**config.mk**
```make
export PLATFORM = sky130hd
export DESIGN_NAME = ras_ckpt
export DESIGN_NICKNAME = d
export VERILOG_FILES = /design/src/rtl/ras_ckpt.sv
export SDC_FILE = /design/constraint.sdc
export NUM_CORES = 1
export LEC_CHECK = 0
export ABC_AREA = 0
export ABC_CLOCK_PERIOD_IN_PS = 7900
export BUFFER_PORTS_ARGS = -buffer_cell sky130_fd_sc_hd__buf_2
export CAP_MARGIN = 15
export CORE_MARGIN = 2
export CORE_UTILIZATION = 59
export CTS_BUF_LIST = sky130_fd_sc_hd__clkbuf_4
export CTS_CLUSTER_DIAMETER = 60
export DETAILED_ROUTE_END_ITERATION = 10
export PLACE_DENSITY = 0.86
export SETUP_SLACK_MARGIN = 0.1
export SYNTH_ARGS = -nofsm -noshare
export SYNTH_HDL_FRONTEND = slang
export SYNTH_SLANG_ARGS = --single-unit
```
**constraint.sdc**
```tcl
create_clock -name clk_i -period 7.9 [get_ports clk_i]
set_clock_uncertainty 0.05 [all_clocks]
set_input_delay 0.79 -clock clk_i [delete_from_list [all_inputs] [get_ports clk_i]]
set_output_delay 0.79 -clock clk_i [all_outputs]
set_load 0.05 [all_outputs]
```
**src/rtl/ras_ckpt.sv**
```systemverilog
// Return-address stack for the frontend branch predictor.
// Circular buffer of RASDepth entries (any depth >= 2) that wraps and
// overwrites the oldest entry on overflow, plus a single-slot
// checkpoint/restore that repairs the stack after a mispredicted speculative
// call or return without flushing it.
module ras_ckpt #(
    parameter int RASDepth = 2,
    parameter int VLEN     = 64,
    parameter int PtrW     = $clog2(RASDepth),
    parameter int CntW     = $clog2(RASDepth + 1)
) (
    input  logic            clk_i,
    input  logic            rst_i,
    input  logic            flush_i,
    input  logic            push_i,
    input  logic            pop_i,
    input  logic [VLEN-1:0] data_i,
    input  logic            ckpt_save_i,
    input  logic            ckpt_restore_i,
    output logic [VLEN-1:0] data_o,
    output logic            valid_o,
    output logic [CntW-1:0] count_o,
    output logic            overflow_o,
    output logic            underflow_o,
    output logic            ckpt_valid_o
);

    localparam logic [PtrW-1:0] LastPtr = PtrW'(RASDepth - 1);
    localparam logic [CntW-1:0] FullCnt = CntW'(RASDepth);
    localparam logic [PtrW-1:0] PtrOne  = PtrW'(1);
    localparam logic [CntW-1:0] CntOne  = CntW'(1);

    // Stack storage and top-of-stack state
    logic [VLEN-1:0] entries_q [RASDepth];
    logic [VLEN-1:0] entries_d [RASDepth];
    logic [PtrW-1:0] ptr_q, ptr_d;
    logic [CntW-1:0] cnt_q, cnt_d;

    // Snapshot slot
    logic [PtrW-1:0] sptr_q, sptr_d;
    logic [CntW-1:0] scnt_q, scnt_d;
    logic [VLEN-1:0] sdata_q, sdata_d;
    logic            svalid_q, svalid_d;

    // Registered status pulses
    logic            ovf_q, ovf_d;
    logic            unf_q, unf_d;

    // Single write port into the entry array
    logic            wr_en;
    logic [PtrW-1:0] wr_idx;
    logic [VLEN-1:0] wr_data;

    logic [PtrW-1:0] ptr_inc;
    logic [PtrW-1:0] ptr_dec;
    logic [VLEN-1:0] top_data;

    // Wrapping pointer neighbours; explicit compares keep non-power-of-two depths correct
    always_comb begin
        ptr_inc  = (ptr_q == LastPtr) ? '0 : ptr_q + PtrOne;
        ptr_dec  = (ptr_q == '0) ? LastPtr : ptr_q - PtrOne;
        top_data = entries_q[ptr_q];
    end

    // Next-state selection: flush beats restore beats push/pop; save rides along with push/pop only
    always_comb begin
        ptr_d    = ptr_q;
        cnt_d    = cnt_q;
        sptr_d   = sptr_q;
        scnt_d   = scnt_q;
        sdata_d  = sdata_q;
        svalid_d = svalid_q;
        ovf_d    = 1'b0;
        unf_d    = 1'b0;
        wr_en    = 1'b0;
        wr_idx   = ptr_q;
        wr_data  = data_i;

        if (flush_i) begin
            // Entry contents are left alone; only the bookkeeping is cleared
            ptr_d    = '0;
            cnt_d    = '0;
            svalid_d = 1'b0;
        end else if (ckpt_restore_i) begin
            if (svalid_q) begin
                ptr_d   = sptr_q;
                cnt_d   = scnt_q;
                wr_en   = 1'b1;
                wr_idx  = sptr_q;
                wr_data = sdata_q;
            end
        end else begin
            // Snapshot captures the state as it was before this cycle's push/pop
            if (ckpt_save_i) begin
                sptr_d   = ptr_q;
                scnt_d   = cnt_q;
                sdata_d  = top_data;
                svalid_d = 1'b1;
            end

            if (push_i && pop_i) begin
                // Return followed by a call: replace the top entry in place
                wr_en  = 1'b1;
                wr_idx = ptr_q;
                cnt_d  = (cnt_q == '0) ? CntOne : cnt_q;
            end else if (push_i) begin
                wr_en  = 1'b1;
                wr_idx = ptr_inc;
                ptr_d  = ptr_inc;
                if (cnt_q < FullCnt) begin
                    cnt_d = cnt_q + CntOne;
                end else begin
                    ovf_d = 1'b1;
                end
            end else if (pop_i) begin
                if (cnt_q != '0) begin
                    ptr_d = ptr_dec;
                    cnt_d = cnt_q - CntOne;
                end else begin
                    unf_d = 1'b1;
                end
            end
        end
    end

    // Entry array next values from the single write port
    always_comb begin
        for (int i = 0; i < RASDepth; i++) begin
            entries_d[i] = (wr_en && (wr_idx == PtrW'(i))) ? wr_data : entries_q[i];
        end
    end

    // State registers with asynchronous clear
    always_ff @(posedge clk_i or posedge rst_i) begin
        if (rst_i) begin
            for (int i = 0; i < RASDepth; i++) begin
                entries_q[i] <= '0;
            end
            ptr_q    <= '0;
            cnt_q    <= '0;
            sptr_q   <= '0;
            scnt_q   <= '0;
            sdata_q  <= '0;
            svalid_q <= 1'b0;
            ovf_q    <= 1'b0;
            unf_q    <= 1'b0;
        end else begin
            for (int i = 0; i < RASDepth; i++) begin
                entries_q[i] <= entries_d[i];
            end
            ptr_q    <= ptr_d;
            cnt_q    <= cnt_d;
            sptr_q   <= sptr_d;
            scnt_q   <= scnt_d;
            sdata_q  <= sdata_d;
            svalid_q <= svalid_d;
            ovf_q    <= ovf_d;
            unf_q    <= unf_d;
        end
    end

    // Outputs are straight from registers
    always_comb begin
        data_o       = top_data;
        valid_o      = (cnt_q != '0);
        count_o      = cnt_q;
        overflow_o   = ovf_q;
        underflow_o  = unf_q;
        ckpt_valid_o = svalid_q;
    end

endmodule

```
==> impl_metrics.json, run 1 <==
{
  "stdcell_count": 1311,
  "grtUsageTotal_pct": 28.9,
  "postCtsSetupRepairBufs": 0,
  "htree_levels": 2,
  "tightest_slew_ps": 953,
  "wl_um": 22800,
  "cts-resized-gates": 0,
  "ir_drop_uv": 281,
  "finalCritPeriodShare_pct": 46.0,
  "drive_gt1_share_pct": 26.4,
  "fillerInstances": 1107,
  "rows": 44,
  "fin_total_pwr_mw": 3.64,
  "drt-met1-wl_um": 9380,
  "design.core.area_mm2": 0.0146,
  "port_buffers": 140,
  "stdcell_area_mm2": 0.0102,
  "wl_per_cell_um": 17.4,
  "drv_cap": 0,
  "synth_ff_type": "dfrtp_1",
  "end_kind": "output pin",
  "root_buffer": "clkbuf_4",
  "top_layer_used": "met5",
  "placed_cells_incl_taps": 1229,
  "clk_pin_slew_ps": 60,
  "start_kind": "register",
  "cts_tree": "yes",
  "seq_area_frac_synth_pct": 56.9,
  "cts_sinks": 201,
  "grt_pass1_vias": 7763,
  "path_class": "register to output pin",
  "synth_top_cells_by_area": "dfrtp_1 (57%), nor2_1 (11%), o22ai_1 (9.1%)",
  "mappedNetlistArea_mm2": 0.00884,
  "setup_tns_ps": 0,
  "critical_path.max_fanout": 45,
  "synth_fp_nets": 1029,
  "postSynthCellCount": 957,
  "drc_errors": 0,
  "start_util_pct": 60.6,
  "grt_overflow": 0,
  "synth_edf_count": 0,
  "drt_pass1_iterations": 5,
  "die_x_um": 126,
  "wl_met2_um": 11100,
  "pin_count": 141,
  "antenna_found_initial": 2,
  "cts_buffers": 50,
  "hold_buffers": 0,
  "ys_warn_count": 0,
  "dp_hpwl_um": 13200,
  "netlist.area_leader.share_pct": 56.9,
  "clock_tree.buffer_depth": 3,
  "synth_commonest_cells": "nor2_1 (263), nand2_1 (206), dfrtp_1 (201)",
  "die_y_um": 126,
  "synth.distinct_cells": 32,
  "yosysMostFrequentCell": "nor2_1",
  "syn_avg_cell_area_um2": 9.24,
  "grt_max_degree": 117,
  "met3WireLength_um": 1950,
  "first_iter_violations": 694,
  "num_vias": 7676,
  "dpl_cell_area_mm2": 0.00960,
  "finalHoldViolCount": 0,
  "synthArstFlopShare_pct": 100,
  "fin_util_pct": 70.2,
  "period_needed_ps": 3630,
  "cp_data_arrival_time_ps": 2790,
  "rsz0062_at_grt": "false",
  "nNetsFinal": 1170,
  "holdWs_ps": 190,
  "insertion_delay_ps": 650,
  "leakage_nw": 4.90,
  "antenna_left": 0,
  "final_max_slew_viol_count": 0,
  "required_ps": 7060,
  "setup_ws_ps": 4270,
  "routabilityCongestion": 0.804,
  "area_growth_pct": 15.9,
  "place_ws_ps": 4840,
  "finalSetupViolations": 0,
  "fmax_ghz": 0.275,
  "status": "complete, no violations",
  "min_path_type": "input pin to asynchronous set/reset pin",
  "grt_first_pass_wirelength_um": 37500,
  "yosys_register_bits": 201,
  "slew_headroom_pct": 36.2,
  "synth_area_leader_cell": "dfrtp_1",
  "vias_per_cell": 5.86,
  "die_area_mm2": 0.0160,
  "p_per_area_mw_per_mm2": 355
}
==> logic make-up (layout without fill, tap and decap cells) <==
group,after synthesis,in the layout,synth area share (%)
buffers and inverters,64,233,3.20
multiplexers,65,65,8.27
adder cells (fa/ha/maj),1,1,0.142
XOR/XNOR,3,3,0.297
AO/OA/AOI/OAI,140,140,10.1
flip-flops,201,201,56.9
AND/OR/NAND/NOR,483,483,21.0
other,0,1,0
==> state kept, by name, indices dropped and copies added (netlist names) <==
signal / flops
scnt_q: 2
entries_q: 128
count_o: 2
underflow_o: 1
ckpt_valid_o: 1
sptr_q: 1
ptr_q: 1
sdata_q: 64
overflow_o: 1
==> final cells by class <==
type                            count  area [um^2]  area share [%]
Tap cell                          184          230            2.25
Sequential cell                   201         5030            49.1
Clock buffer                       69          518            5.06
Antenna cell                        1         2.50          0.0244
Inverter                            2         15.0           0.147
Timing Repair Buffer              151          803            7.84
Clock inverter                     11         93.8           0.916
Multi-Input combinational cell    692         3550            34.7
==> critical path, cell delays in order (launching register included) <==
cell	delay [ps]
dfrtp_2	770
buf_4	660
mux2_2	450
buf_2	220
==> report_power, final <==
group / internal [mW] / switching [mW] / total [mW]
sequential: 1.35 / 0.206 / 1.56
clock: 0.463 / 0.394 / 0.857
combinational: 0.371 / 0.851 / 1.22
==> placed cells by master (no fill, tap or decap), types with 2 or more instances in the layout <==
| cell type | netlist | routed |
|---|---|---|
| buf_4 | 6 | 10 |
| clkbuf_4 | 0 | 69 |
| xnor2_1 | 2 | 2 |
| o21ai_4 | 2 | 2 |
| mux2_2 | 64 | 64 |
| or2_2 | 2 | 2 |
| o22ai_1 | 128 | 128 |
| nand2_1 | 206 | 205 |
| buf_2 | 16 | 140 |
| a21oi_1 | 2 | 2 |
| clkinv_1 | 0 | 9 |
| dfrtp_1 | 201 | 200 |
| o21ai_0 | 4 | 4 |
| nor2b_1 | 2 | 2 |
| nor2_1 | 263 | 263 |
| bufinv_16 | 0 | 2 |
| nand3_2 | 1 | 2 |
==> worst paths after layout <==
check | cells past startpoint | slack (ps) | from | to
max | 3 | 4270 | ptr_q | data_o[35]
min in group clk_i | 2 | 350 | flush_i | ckpt_valid_o
min reg2reg | 2 | 440 | entries_q[108] | entries_q[108]
max reg2reg | 5 | 5030 | ptr_q | entries_q[92]
max in group asynchronous | 4 | 6360 | rst_i | sdata_q[63]
min | 2 | 190 | rst_i | sdata_q[34]
==> metal layers <==
| metal | global-route usage [%] | vias up |
|---|---|---|
| li1 | - | 3526 |
| met1 | 39.1 | 3753 |
| met2 | 47.4 | 357 |
| met3 | 6.28 | 38 |
| met4 | 8.86 | 2 |
| met5 | 0 | - |
Note: power is estimated with default switching activity, not from simulation.
==> inputs of run 2 (changes only) <==
--- a/config.mk
+++ b/config.mk
@@ -6,15 +6,15 @@
 export NUM_CORES = 1
 export LEC_CHECK = 0
 export ABC_AREA = 0
-export ABC_CLOCK_PERIOD_IN_PS = 7900
+export ABC_CLOCK_PERIOD_IN_PS = 2950
 export BUFFER_PORTS_ARGS = -buffer_cell sky130_fd_sc_hd__buf_2
 export CAP_MARGIN = 15
 export CORE_MARGIN = 2
-export CORE_UTILIZATION = 59
+export CORE_UTILIZATION = 53
 export CTS_BUF_LIST = sky130_fd_sc_hd__clkbuf_4
 export CTS_CLUSTER_DIAMETER = 60
 export DETAILED_ROUTE_END_ITERATION = 10
-export PLACE_DENSITY = 0.86
+export PLACE_DENSITY = 0.81
 export SETUP_SLACK_MARGIN = 0.1
 export SYNTH_ARGS = -nofsm -noshare
 export SYNTH_HDL_FRONTEND = slang
==> constraint.sdc (replaced) <==
create_clock -name clk_i -period 2.95 [get_ports clk_i]
set_clock_uncertainty 0.05 [all_clocks]
set_input_delay 0.295 -clock clk_i [delete_from_list [all_inputs] [get_ports clk_i]]
set_output_delay 0.295 -clock clk_i [all_outputs]
set_load 0.05 [all_outputs]
==> run 2 against run 1 <==
- worst setup slack worse by 4000 ps
- worst hold slack worse by 120 ps
- utilization down 2.5 points
- largest power group unchanged
- global-route usage down 0.23 points
- largest cell class unchanged
- critical endpoint is now data_o[22]
==> impl_metrics.json, run 2 (same netlist as run 1, synthesis figures left out) <==
{
  "holdWs_ps": 73.5,
  "final_common_cell": "nor2_1",
  "start_kind": "register",
  "min_path_type": "input pin to register",
  "drc_errors": 0,
  "htree_levels": 2,
  "path_class": "register to output pin",
  "fmax_ghz": 0.370,
  "end_kind": "output pin",
  "die_x_um": 133,
  "die_area_mm2": 0.0177,
  "tightest_slew_ps": 907,
  "hold_buffers": 68,
  "rows": 47,
  "grt_max_degree": 65,
  "pin_count": 141,
  "fin_total_pwr_mw": 9.97,
  "finalCritPeriodShare_pct": 91.7,
  "grt_pass1_vias": 8372,
  "slew_headroom_pct": 39.4,
  "status": "complete, no violations",
  "antenna_left": 0,
  "largest_register_ff_count": 128,
  "clock_tree.buffer_depth": 3,
  "start_util_pct": 53.7,
  "antenna_found_initial": 1,
  "vias_per_cell": 5.60,
  "root_buffer": "clkbuf_4",
  "ir_drop_uv": 604,
  "routabilityCongestion": 0.797,
  "drive_gt1_share_pct": 26.4,
  "p_per_area_mw_per_mm2": 893,
  "rsz0062_at_grt": "false",
  "port_buffers": 140,
  "clk_pin_slew_ps": 70,
  "insertion_delay_ps": 650,
  "top_regs": "entries_q (128), sdata_q (64)",
  "wl_um": 25000,
  "finalHoldViolCount": 0,
  "design.core.area_mm2": 0.0165,
  "first_iter_violations": 548,
  "cts_sinks": 201,
  "fillerInstances": 1266,
  "finalSetupViolations": 0,
  "final_cell_mix": "nor2_1 (263), nand2_1 (205), dfrtp_1 (200)",
  "placed_cells_incl_taps": 1279,
  "drv_cap": 0,
  "stdcell_count": 1439,
  "wl_per_cell_um": 17.4,
  "drt_pass1_iterations": 5,
  "cts_tree": "yes",
  "area_growth_pct": 26.2,
  "num_vias": 8055,
  "grt_first_pass_wirelength_um": 40900,
  "regArea_mm2": 0.00503,
  "dpl_cell_area_mm2": 0.00981,
  "critical_path.max_fanout": 47,
  "stdcell_area_mm2": 0.0112,
  "cp_data_arrival_time_ps": 2360,
  "final_max_slew_viol_count": 0,
  "postCtsSetupRepairBufs": 0,
  "required_ps": 2610,
  "cts-resized-gates": 0,
  "reg2reg_slack_ps": 960,
  "cts_buffers": 53,
  "regMostFlops": "entries_q",
  "die_y_um": 133,
  "nNetsFinal": 1254,
  "leakage_nw": 5.30,
  "setup_tns_ps": 0,
  "dp_hpwl_um": 13900,
  "multi_input_area_mm2": 0.00355,
  "grtUsageTotal_pct": 28.7,
  "period_needed_ps": 2710,
  "grt_overflow": 0
}
-- run 2: worst max-delay path, stage by stage (launching register included) --
cell and delay [ps]:
dfrtp_2 410, buf_4 590, mux2_2 450, buf_2 220
-- run 2: cell type report --
cell class	instances	share of cell area, %
antenna	1	0.0224
clock buffer	78	5.25
clock inverter	13	0.684
inverter	2	0.101
multi-input combinational	692	31.8
sequential	201	45.1
tap	220	2.47
timing repair buffer	232	14.6
-- run 2: final timing paths --
| check | start | to | depth (start not counted) |
|---|---|---|---|
| max | ptr_q | data_o[22] | 3 |
| min | pop_i | overflow_o | 3 |
| max reg2reg | ckpt_valid_o | entries_q[36] | 6 |
| min reg2reg | scnt_q[1] | scnt_q[1] | 2 |
| max in group asynchronous | rst_i | entries_q[70] | 4 |
| min in group asynchronous | rst_i | entries_q[53] | 3 |
-- run 2: through the flow --
stage / utilization, % / setup WS [ps]
3_5_place_dp: 59.6 / 902
3_3_place_gp: 59.6 / 953
6_report: 67.8 / 244
4_1_cts: 67.8 / 237
2_1_floorplan: - / 2.68
5_1_grt: 67.8 / 165
-- run 2: layer usage --
layer  part of all wire, %  routed length (um)  vias up  global-route usage, %
li1                      -                   -     3701                      -
met1                    40               10100     3897                   35.4
met2                    50               12400      395                   48.8
met3                   7.7                1930       62                   6.47
met4                   2.5                 635        0                   12.3
met5                     0                   0        -                      0
-- run 2: report_power, final --
group / internal (mW) / total (mW) / switching (mW) / leakage, nW
clock network: 1.29 / 2.40 / 1.11 / 0.400
registers: 3.63 / 4.17 / 0.547 / 2.34
logic: 1.07 / 3.39 / 2.32 / 2.56
